<file path="src/rtl/led_disp_pkg.sv">
`default_nettype none
// ============================================================================
// Module   : led_disp_pkg
// Brief    : Shared segment codes, run-mode codes and run-control states for
//            the 7-segment countdown scan driver.
// Revision : 1.0 - initial release
// ============================================================================
package led_disp_pkg;

    // Segment patterns, bit order gfedcba, active-low (common-anode digits)
    localparam logic [6:0] SEG_0     = 7'h40;
    localparam logic [6:0] SEG_1     = 7'h79;
    localparam logic [6:0] SEG_2     = 7'h24;
    localparam logic [6:0] SEG_3     = 7'h30;
    localparam logic [6:0] SEG_4     = 7'h19;
    localparam logic [6:0] SEG_5     = 7'h12;
    localparam logic [6:0] SEG_6     = 7'h02;
    localparam logic [6:0] SEG_7     = 7'h78;
    localparam logic [6:0] SEG_8     = 7'h00;
    localparam logic [6:0] SEG_9     = 7'h10;
    localparam logic [6:0] SEG_BLANK = 7'h7F;

    localparam logic [1:0] MODE_ONESHOT     = 2'b00;
    localparam logic [1:0] MODE_RELOAD      = 2'b01;
    localparam logic [1:0] MODE_RELOAD_ONCE = 2'b10;
    localparam logic [1:0] MODE_FREEZE      = 2'b11;

    typedef enum logic [1:0] {
        ST_IDLE  = 2'd0,
        ST_RUN   = 2'd1,
        ST_PAUSE = 2'd2,
        ST_DONE  = 2'd3
    } run_state_t;

endpackage
`default_nettype wire

</file>
<file path="src/rtl/seg7_decode.sv">
`default_nettype none
// ============================================================================
// Module   : seg7_decode
// Brief    : Combinational BCD nibble to active-low 7-segment pattern;
//            non-decimal nibbles produce a blank digit.
// Revision : 1.0 - initial release
// ============================================================================
module seg7_decode
    import led_disp_pkg::*;
(
    input  logic [3:0] i_bcd,
    output logic [6:0] o_seg
);

    always_comb begin
        o_seg = SEG_BLANK;
        case (i_bcd)
            4'd0:    o_seg = SEG_0;
            4'd1:    o_seg = SEG_1;
            4'd2:    o_seg = SEG_2;
            4'd3:    o_seg = SEG_3;
            4'd4:    o_seg = SEG_4;
            4'd5:    o_seg = SEG_5;
            4'd6:    o_seg = SEG_6;
            4'd7:    o_seg = SEG_7;
            4'd8:    o_seg = SEG_8;
            4'd9:    o_seg = SEG_9;
            default: o_seg = SEG_BLANK;
        endcase
    end

endmodule
`default_nettype wire

</file>
<file path="src/rtl/led_countdown_scan.sv">
`default_nettype none
// ============================================================================
// Module   : led_countdown_scan
// Brief    : Multiplexed common-anode 7-seg driver showing a BCD countdown on
//            the low digits and a fixed BCD ID on the high digits.
// Revision : 1.0 - initial release
// ============================================================================
module led_countdown_scan
    import led_disp_pkg::*;
#(
    parameter int                          N_DIGITS     = 8,
    parameter int                          COUNT_DIGITS = 2,
    parameter int                          SCAN_CYCLES  = 4,
    parameter int                          TICK_CYCLES  = 32,
    parameter logic [4*COUNT_DIGITS-1:0]   START_BCD    = 8'h10,
    parameter logic [31:0]                 ID_BCD       = 32'h0020_1028
) (
    input  logic                clk,
    input  logic                rst,
    input  logic                start,
    input  logic                pause,
    input  logic [1:0]          mode,
    output logic [N_DIGITS-1:0] led_en,
    output logic                led_ca,
    output logic                led_cb,
    output logic                led_cc,
    output logic                led_cd,
    output logic                led_ce,
    output logic                led_cf,
    output logic                led_cg,
    output logic                led_dp,
    output logic                running,
    output logic                done
);

    localparam int IDX_W  = (N_DIGITS > 1) ? $clog2(N_DIGITS) : 1;
    localparam int TICK_W = $clog2(TICK_CYCLES);
    localparam int SCAN_W = $clog2(SCAN_CYCLES);
    localparam int CNT_W  = 4 * COUNT_DIGITS;

    localparam logic [TICK_W-1:0] c_tick_last = TICK_W'(TICK_CYCLES - 1);
    localparam logic [SCAN_W-1:0] c_scan_last = SCAN_W'(SCAN_CYCLES - 1);
    localparam logic [IDX_W-1:0]  c_idx_top   = IDX_W'(N_DIGITS - 1);

    run_state_t          r_state;
    run_state_t          w_state_nxt;
    logic                r_start_q;
    logic                r_pause_q;
    logic [TICK_W-1:0]   r_tick_cnt;
    logic [CNT_W-1:0]    r_count;
    logic                r_reload_once;
    logic                r_done;
    logic [SCAN_W-1:0]   r_scan_cnt;
    logic [IDX_W-1:0]    r_scan_idx;
    logic [N_DIGITS-1:0] r_led_en;
    logic [6:0]          r_seg;
    logic                r_dp;

    logic                w_start_p;
    logic                w_pause_p;
    logic                w_launch;
    logic                w_run_adv;
    logic                w_tick;
    logic                w_count_zero;
    logic [CNT_W-1:0]    w_count_dec;
    logic                w_borrow;
    logic [3:0]          w_digit [N_DIGITS];
    logic [3:0]          w_nibble;
    logic [6:0]          w_seg;

    assign w_start_p    = start & ~r_start_q;
    assign w_pause_p    = pause & ~r_pause_q;
    assign w_launch     = ((r_state == ST_IDLE) || (r_state == ST_DONE)) && w_start_p;
    // A pause press wins over a same-cycle tick, so the pausing cycle does not count.
    assign w_run_adv    = (r_state == ST_RUN) && !w_pause_p;
    assign w_tick       = w_run_adv && (r_tick_cnt == c_tick_last);
    assign w_count_zero = (r_count == '0);

    always_comb begin
        w_count_dec = r_count;
        w_borrow    = 1'b1;
        for (int i = 0; i < COUNT_DIGITS; i++) begin
            if (w_borrow) begin
                if (r_count[4*i +: 4] == 4'd0) begin
                    w_count_dec[4*i +: 4] = 4'd9;
                end else begin
                    w_count_dec[4*i +: 4] = r_count[4*i +: 4] - 4'd1;
                    w_borrow              = 1'b0;
                end
            end
        end
    end

    always_comb begin
        w_state_nxt = r_state;
        case (r_state)
            ST_IDLE, ST_DONE: begin
                if (w_start_p) w_state_nxt = ST_RUN;
            end
            ST_RUN: begin
                if (w_pause_p) begin
                    w_state_nxt = ST_PAUSE;
                end else if (w_tick && w_count_zero) begin
                    if ((mode == MODE_ONESHOT) ||
                        ((mode == MODE_RELOAD_ONCE) && r_reload_once))
                        w_state_nxt = ST_DONE;
                end
            end
            ST_PAUSE: begin
                if (w_pause_p) w_state_nxt = ST_RUN;
            end
            default: w_state_nxt = ST_IDLE;
        endcase
    end

    always_ff @(posedge clk) begin
        if (rst) begin
            r_state <= ST_IDLE;
        end else begin
            r_state <= w_state_nxt;
        end
    end

    always_ff @(posedge clk) begin
        if (rst) begin
            r_start_q     <= 1'b0;
            r_pause_q     <= 1'b0;
            r_tick_cnt    <= '0;
            r_count       <= START_BCD;
            r_reload_once <= 1'b0;
            r_done        <= 1'b0;
        end else begin
            r_start_q <= start;
            r_pause_q <= pause;
            r_done    <= 1'b0;
            if (w_launch) begin
                r_tick_cnt    <= '0;
                r_count       <= START_BCD;
                r_reload_once <= 1'b0;
            end else if (w_run_adv) begin
                if (w_tick) begin
                    r_tick_cnt <= '0;
                    if (mode != MODE_FREEZE) begin
                        if (!w_count_zero) begin
                            r_count <= w_count_dec;
                            r_done  <= (w_count_dec == '0);
                        end else if (mode == MODE_RELOAD) begin
                            r_count <= START_BCD;
                        end else if ((mode == MODE_RELOAD_ONCE) && !r_reload_once) begin
                            r_count       <= START_BCD;
                            r_reload_once <= 1'b1;
                        end
                    end
                end else begin
                    r_tick_cnt <= r_tick_cnt + 1'b1;
                end
            end
        end
    end

    for (genvar gi = 0; gi < N_DIGITS; gi++) begin : g_digit
        if (gi < COUNT_DIGITS) begin : g_count
            assign w_digit[gi] = r_count[4*gi +: 4];
        end else begin : g_id
            assign w_digit[gi] = ID_BCD[4*(gi-COUNT_DIGITS) +: 4];
        end
    end

    assign w_nibble = w_digit[r_scan_idx];

    seg7_decode u_seg7_decode (
        .i_bcd (w_nibble),
        .o_seg (w_seg)
    );

    // Enables and segment data latch on the same edge so a digit never shows its neighbour's data.
    always_ff @(posedge clk) begin
        if (rst) begin
            r_scan_cnt <= '0;
            r_scan_idx <= c_idx_top;
            r_led_en   <= '1;
            r_seg      <= SEG_BLANK;
            r_dp       <= 1'b1;
        end else if (r_scan_cnt == c_scan_last) begin
            r_scan_cnt <= '0;
            r_scan_idx <= (r_scan_idx == '0) ? c_idx_top : r_scan_idx - 1'b1;
            r_led_en   <= ~(N_DIGITS'(1) << r_scan_idx);
            r_seg      <= w_seg;
            r_dp       <= !((int'(r_scan_idx) == COUNT_DIGITS) && (r_state == ST_PAUSE));
        end else begin
            r_scan_cnt <= r_scan_cnt + 1'b1;
        end
    end

    assign led_en  = r_led_en;
    assign led_ca  = r_seg[0];
    assign led_cb  = r_seg[1];
    assign led_cc  = r_seg[2];
    assign led_cd  = r_seg[3];
    assign led_ce  = r_seg[4];
    assign led_cf  = r_seg[5];
    assign led_cg  = r_seg[6];
    assign led_dp  = r_dp;
    assign running = (r_state == ST_RUN);
    assign done    = r_done;

endmodule
`default_nettype wire

</file>
<file path="config.mk">
export PLATFORM = sky130hd
export DESIGN_NAME = led_countdown_scan
export DESIGN_NICKNAME = d
export VERILOG_FILES = /design/src/rtl/led_disp_pkg.sv /design/src/rtl/seg7_decode.sv /design/src/rtl/led_countdown_scan.sv
export SDC_FILE = /design/constraint.sdc
export NUM_CORES = 1
export LEC_CHECK = 0
export CORE_UTILIZATION = 25
export DETAILED_ROUTE_END_ITERATION = 6
export DONT_BUFFER_PORTS = 1
export GPL_TIMING_DRIVEN = 0
export PLACE_DENSITY = 0.43
export SLEW_MARGIN = 25
export SYNTH_ARGS = -nofsm -noshare
export SYNTH_HDL_FRONTEND = slang
export SYNTH_SLANG_ARGS = --single-unit
</file>
<file path="constraint.sdc">
create_clock -name clk -period 2.76 [get_ports clk]
set_input_delay 0.828 -clock clk [delete_from_list [all_inputs] [get_ports clk]]
set_output_delay 0.828 -clock clk [all_outputs]
set_load 0.1 [all_outputs]
</file>
Word level (Yosys, flattened, before mapping) --
Memories as Yosys holds them, arrays and structs flattened. A register that Yosys moved wholly into a read port is not among the register bits. Index checks and enable logic that the tools add are counted.
Storage, ports and cells: flip-flop bits (word level) 33, memory bits (read-only) 112, input port bits 6, output and inout bits 18, logic and storage cells 87, memories kept 1
Cells by class: add/sub/neg operators 5, $lt $le $gt $ge 1, equal/unequal tests 14, shift operators 1, multiplexer cells 18, bitwise gates (word level) 10, reduce and logical (&&, ||, !) cells 26
Memories:
- (no name shown) | depth 16, bits a word 7, rd ports 1, clocked after memory_dff 1, write ports 0, RTL line seg7_decode.sv:17 | case (i_bcd)
Operators by type and width (count):
- 2-to-1 mux 8 bit | 3
- 2-to-1 mux 4 bit | 5
- logical NOT 8 bit | 2
- binary-select mux 4 bit (select 3 bit) | 1
- 2-to-1 mux 2 bit | 5
- inequality test 3 x 1 -> 1 bit, second input constant | 3
- equality test 2 bit, second input constant | 4
- logical NOT 4 bit | 2
- NOT 8 bit | 1
- AND reduction 4 bit | 2
- left shift 1 x 3 -> 8 bit, first input constant | 1
- subtractor 4 x 1 -> 4 bit, second input constant | 2
- logical AND 1 bit | 7
- inequality test 2 bit, second input constant | 3
- NOT 1 bit | 6
- case mux 2 bit (3 select lines) | 1
- AND reduction 6 bit | 1
- OR reduction 2 bit | 3
- OR reduction 6 bit | 1
- adder 5 x 1 -> 5 bit, second input constant | 1
- equality test 5 bit, second input constant | 1
- 2-to-1 mux 5 bit | 1
- equality test 2 x 1 -> 1 bit, second input constant | 2
- greater-or-equal comparator 4 bit, second input constant | 1
- 11 further kinds | 16

Logic depth before layout (Yosys ltp) --
depth in word-level cells 9, mapped depth 8, gate-level depth less buffers 8

Cells and area by module --
Synthesis repeated with hierarchy kept, for this count alone.
Second synthesis, totals: cells, all modules 247, area total of the unflattened synthesis 2142.1 um^2
By module, submodules not included:
- led_countdown_scan | times used 1, cells each 214, area each 1931.9 um^2, sequential area each 800.8 um^2
- seg7_decode | times used 1, cells each 33, area each 210.2 um^2, sequential area each 0.0 um^2

Worst setup path before layout --
OpenSTA, ideal clock, no wires.
kind register -> register, start register r_state[1], end register r_count[4], setup time 0.132 ns, arrival time 2.231 ns, data required time 2.628 ns, setup slack 0.397 ns, stages on the path, launching flop included 7, buffers on the path 1, clock period less this slack 2.363 ns, path through dfxtp_1 > inv_1 > ha_1 > nand4_1 > buf_2 > o21ai_0 > or3b_2
On the way: word-level cells in the longest chain between the ends 4, elaborated cells between the ends (all ways) 9, those cells by class eq/ne: 2; reduce/logical: 7
Ends and longest elaborated chain:
- start: declaration | RTL line led_countdown_scan.sv:45 | run_state_t r_state;
- start signal: assignment | RTL line led_countdown_scan.sv:120 | r_state <= w_state_nxt;
- equality test 2 x 1 -> 1 bit (*)
- via running | RTL line led_countdown_scan.sv:32 | output logic running,
- logical AND 1 bit (*) | RTL line led_countdown_scan.sv:75 | assign w_run_adv = (r_state == ST_RUN) && !w_pause_p;
- logical AND 1 bit | RTL line led_countdown_scan.sv:76 | assign w_tick = w_run_adv && (r_tick_cnt == c_tick_last);
- AND reduction 4 bit (no source line) (*)
- end signal: assignment | RTL line led_countdown_scan.sv:145 | r_count <= w_count_dec;
- end: declaration | RTL line led_countdown_scan.sv:50 | logic [CNT_W-1:0] r_count;
Mark *: on every way through the listed nets, which the timed path passes. The rest lies on a longest branch. A chain may end at the register's enable or synchronous reset.

Final worst setup path --
start register r_tick_cnt[0], end register r_count[4]
On the way: word-level cells in the longest chain between the ends 3
Ends and longest elaborated chain:
- start: declaration | RTL line led_countdown_scan.sv:49 | logic [TICK_W-1:0] r_tick_cnt;
- start signal: assignment | RTL line led_countdown_scan.sv:155 | r_tick_cnt <= r_tick_cnt + 1'b1;
- equality test 5 bit | RTL line led_countdown_scan.sv:76
- logical AND 1 bit | RTL line led_countdown_scan.sv:76
- AND reduction 4 bit (no source line)
Every way passes these cells.

==> out/metrics.cfg <==
[status]
outcome=complete, no violations

[timing]
finClkSkew_ns=0.00455
post-route-period-util=0.893
clock.fmax_ghz=0.406
final-max-slew-violation-count=0
min_period_ns=2.47
setup_viol=0
tns_ns=0
relSlewSlack=0.347
final-hold-violation-count=0
rsz0062_at_grt=false
worst_pin_slew_ns=0.979
setup_slack_ns=0.295
hold_ws_ns=0.425

[setup_path]
path_max_fanout=10
cpMaxStageDelayCell=or3b_2
worstSetupPathType=reg -> reg
worstSetupStartpoint=r_tick_cnt[0]$_SDFFE_PP0P_
cpLargestDelayFamily=simple AND/OR/NAND/NOR gates
cp-end-kind=register
crit_path_max_incr_delay_ns=0.45
critPathLaunchType=register
reg2reg_from=r_tick_cnt[0]$_SDFFE_PP0P_
critPathBufInv=1
arrival_ns=2.64
crit_top_cell=ha_1
cp_cell_sequence=ha_1 -> and3_1 -> ha_1 -> a21boi_2 -> nand4_1 -> buf_2 -> o21ai_0 -> or3b_2
crit_required_ns=2.93

[drt]
ant_nets=0
totalWireLength_microns=4720
wl_per_cell_microns=13.4
drt-initial-drc-count=95
route.detailed.drc=0
via_count=1700
via_per_inst=4.82
drt_first_pass_iters=4

[place]
place_hpwl_microns=3420
gp_congestion=0.725
dpl_worst_slack_ns=0.329
port_buffers=0

[power]
irDropWorstVdd_v=0.000145
finalPower_uw=1240
static-leakage-power_uw=0.000817
combPwrFrac=0.149
powerDensity_mw_per_mm2=542
pwr-share-clk=0.307
switching_share=0.328
power.internal_uw=835
power.share.sequential=0.543
p_switching_uw=407

[global_route]
track_usage=0.115
grt.overflow.total=0
grt_pass1_vias=1541
grt_max_degree=12
grt_pass1_wl_microns=7690
antenna_found_initial=0

[logic_synthesis]
synthMostInstantiatedCell=dfxtp_1
netlist.area_leader.share=0.384
synth_seq_cells=40
yosysTopAreaCell=dfxtp_1
yosysWarningCount=0
synthCells=244
syn_area_sq_mm=0.00209
syn-mean-instance-area_sq_um=8.55
synthArstFlopShare=0
seq_area_frac_synth=0.384
synth-edff-count=0
ys.flop_type=dfxtp_1
synth_common_cells=dfxtp_1 (40), o21ai_0 (20), a21oi_1 (18), nor2_1 (18), ha_1 (15)
syn-num-nets=265
yosys-top-cells-area=dfxtp_1 (38%), ha_1 (9.0%), o21ai_0 (4.8%)
yosysUniqueCellTypes=51

[clock_tree]
root_buffer=clkbuf_8
htree_levels=2
cts_max_path_buffers=2
postCtsHoldBufs=0
worstSkewPairLatency_ns=0.29
post_cts_buffers=0
clk_pin_slew_ns=0.08
cts-resized-gates=0
cts_buffers=5
cts.sinks=40
cts_tree=done

[die]
start_util=0.264
die_x_microns=93.3
die_area_sq_mm=0.00871
num_rows=32
io_pins=24
core-area_sq_mm=0.00789
die_h_microns=93.3

[layout]
multi_input_area_sq_mm=0.00118
diodes=0
drive_above_1_share=0.0876
fillCellCount=835
area_growth_pct=9.96
seq_area_sq_um=801
nets=272

[run]
drv_cap=0

[hold_path]
min-delay-start=r_scan_cnt[0]$_SDFF_PP0_
min_path_type=reg -> reg

## routing by layer
layer / GRT usage / share of wire / vias to the layer above
met4: 0.0538 / 0.019 / 0
met5: 0 / 0 / -
met2: 0.175 / 0.45 / 17
li1: - / - / 886
met3: 0.0301 / 0.022 / 6
met1: 0.150 / 0.51 / 791
## cells by family after synthesis
group           after synthesis  share of synthesized area
simple gates                 94                      0.250
compound gates               66                      0.206
flops                        40                      0.384
buf+inv                      25                     0.0504
fa+ha+maj                    15                     0.0900
mux                           4                     0.0204
## worst reg2reg max path, stage by stage (launching register included)
cell and delay (ns):
dfxtp_1 0.40, ha_1 0.22, and3_1 0.17, ha_1 0.26, a21boi_2 0.22, nand4_1 0.21, buf_2 0.28, o21ai_0 0.14
or3b_2 0.45
## worst paths after layout
check | to | slack, ns | cells past startpoint
max | r_count[4]$_SDFFE_PP1P_ | 0.29 | 8
max reg2reg | r_count[4]$_SDFFE_PP1P_ | 0.29 | 8
min | r_scan_cnt[0]$_SDFF_PP0_ | 0.42 | 1
min reg2reg | r_scan_cnt[0]$_SDFF_PP0_ | 0.42 | 1
## registers in the layout, summed over array words and instances (netlist names), 2 cells and up
name / count
led_en: 8
r_count: 8
r_scan_cnt: 2
r_scan_idx: 3
r_seg: 7
r_state: 2
r_tick_cnt: 5
## layout make-up
class / instances / share of cell area
multi-input combinational: 179 / 0.516
sequential: 40 / 0.349
tap: 102 / 0.0556
clock buffer: 6 / 0.0316
buffer: 12 / 0.0240
inverter: 13 / 0.0218
clock inverter: 1 / 0.00218
## power by group through the flow
stage	combinational, uW	sequential, uW	clock [uW]
floorplan	153	685	0
global placement	186	688	0
detailed placement	187	689	0
CTS	189	676	397
global route	204	679	422
finish	186	675	382
## cells in the final DEF, fill, tap and decap left out, types with 4 or more instances in the layout
| master | n |
|---|---|
| nor2b_1 | 9 |
| a21oi_1 | 18 |
| clkbuf_8 | 5 |
| o21ai_0 | 20 |
| clkbuf_1 | 9 |
| nand2b_1 | 12 |
| nor2_1 | 18 |
| dfxtp_1 | 40 |
| inv_1 | 12 |
| nand3_1 | 10 |
| nand3b_1 | 5 |
| nor3_1 | 6 |
| nand2_1 | 11 |
| a211oi_1 | 4 |
| or2_2 | 4 |
| ha_1 | 14 |
## per-stage QoR
stage	util	area (sq um)	instances
3_5_place_dp	0.281	2220	346
5_1_grt	0.291	2290	353
6_report	0.291	2290	353
3_3_place_gp	0.281	2210	346
4_1_cts	0.291	2290	353
2_1_floorplan	-	2090	244
No activity file was read; power rests on OpenSTA's default activity.
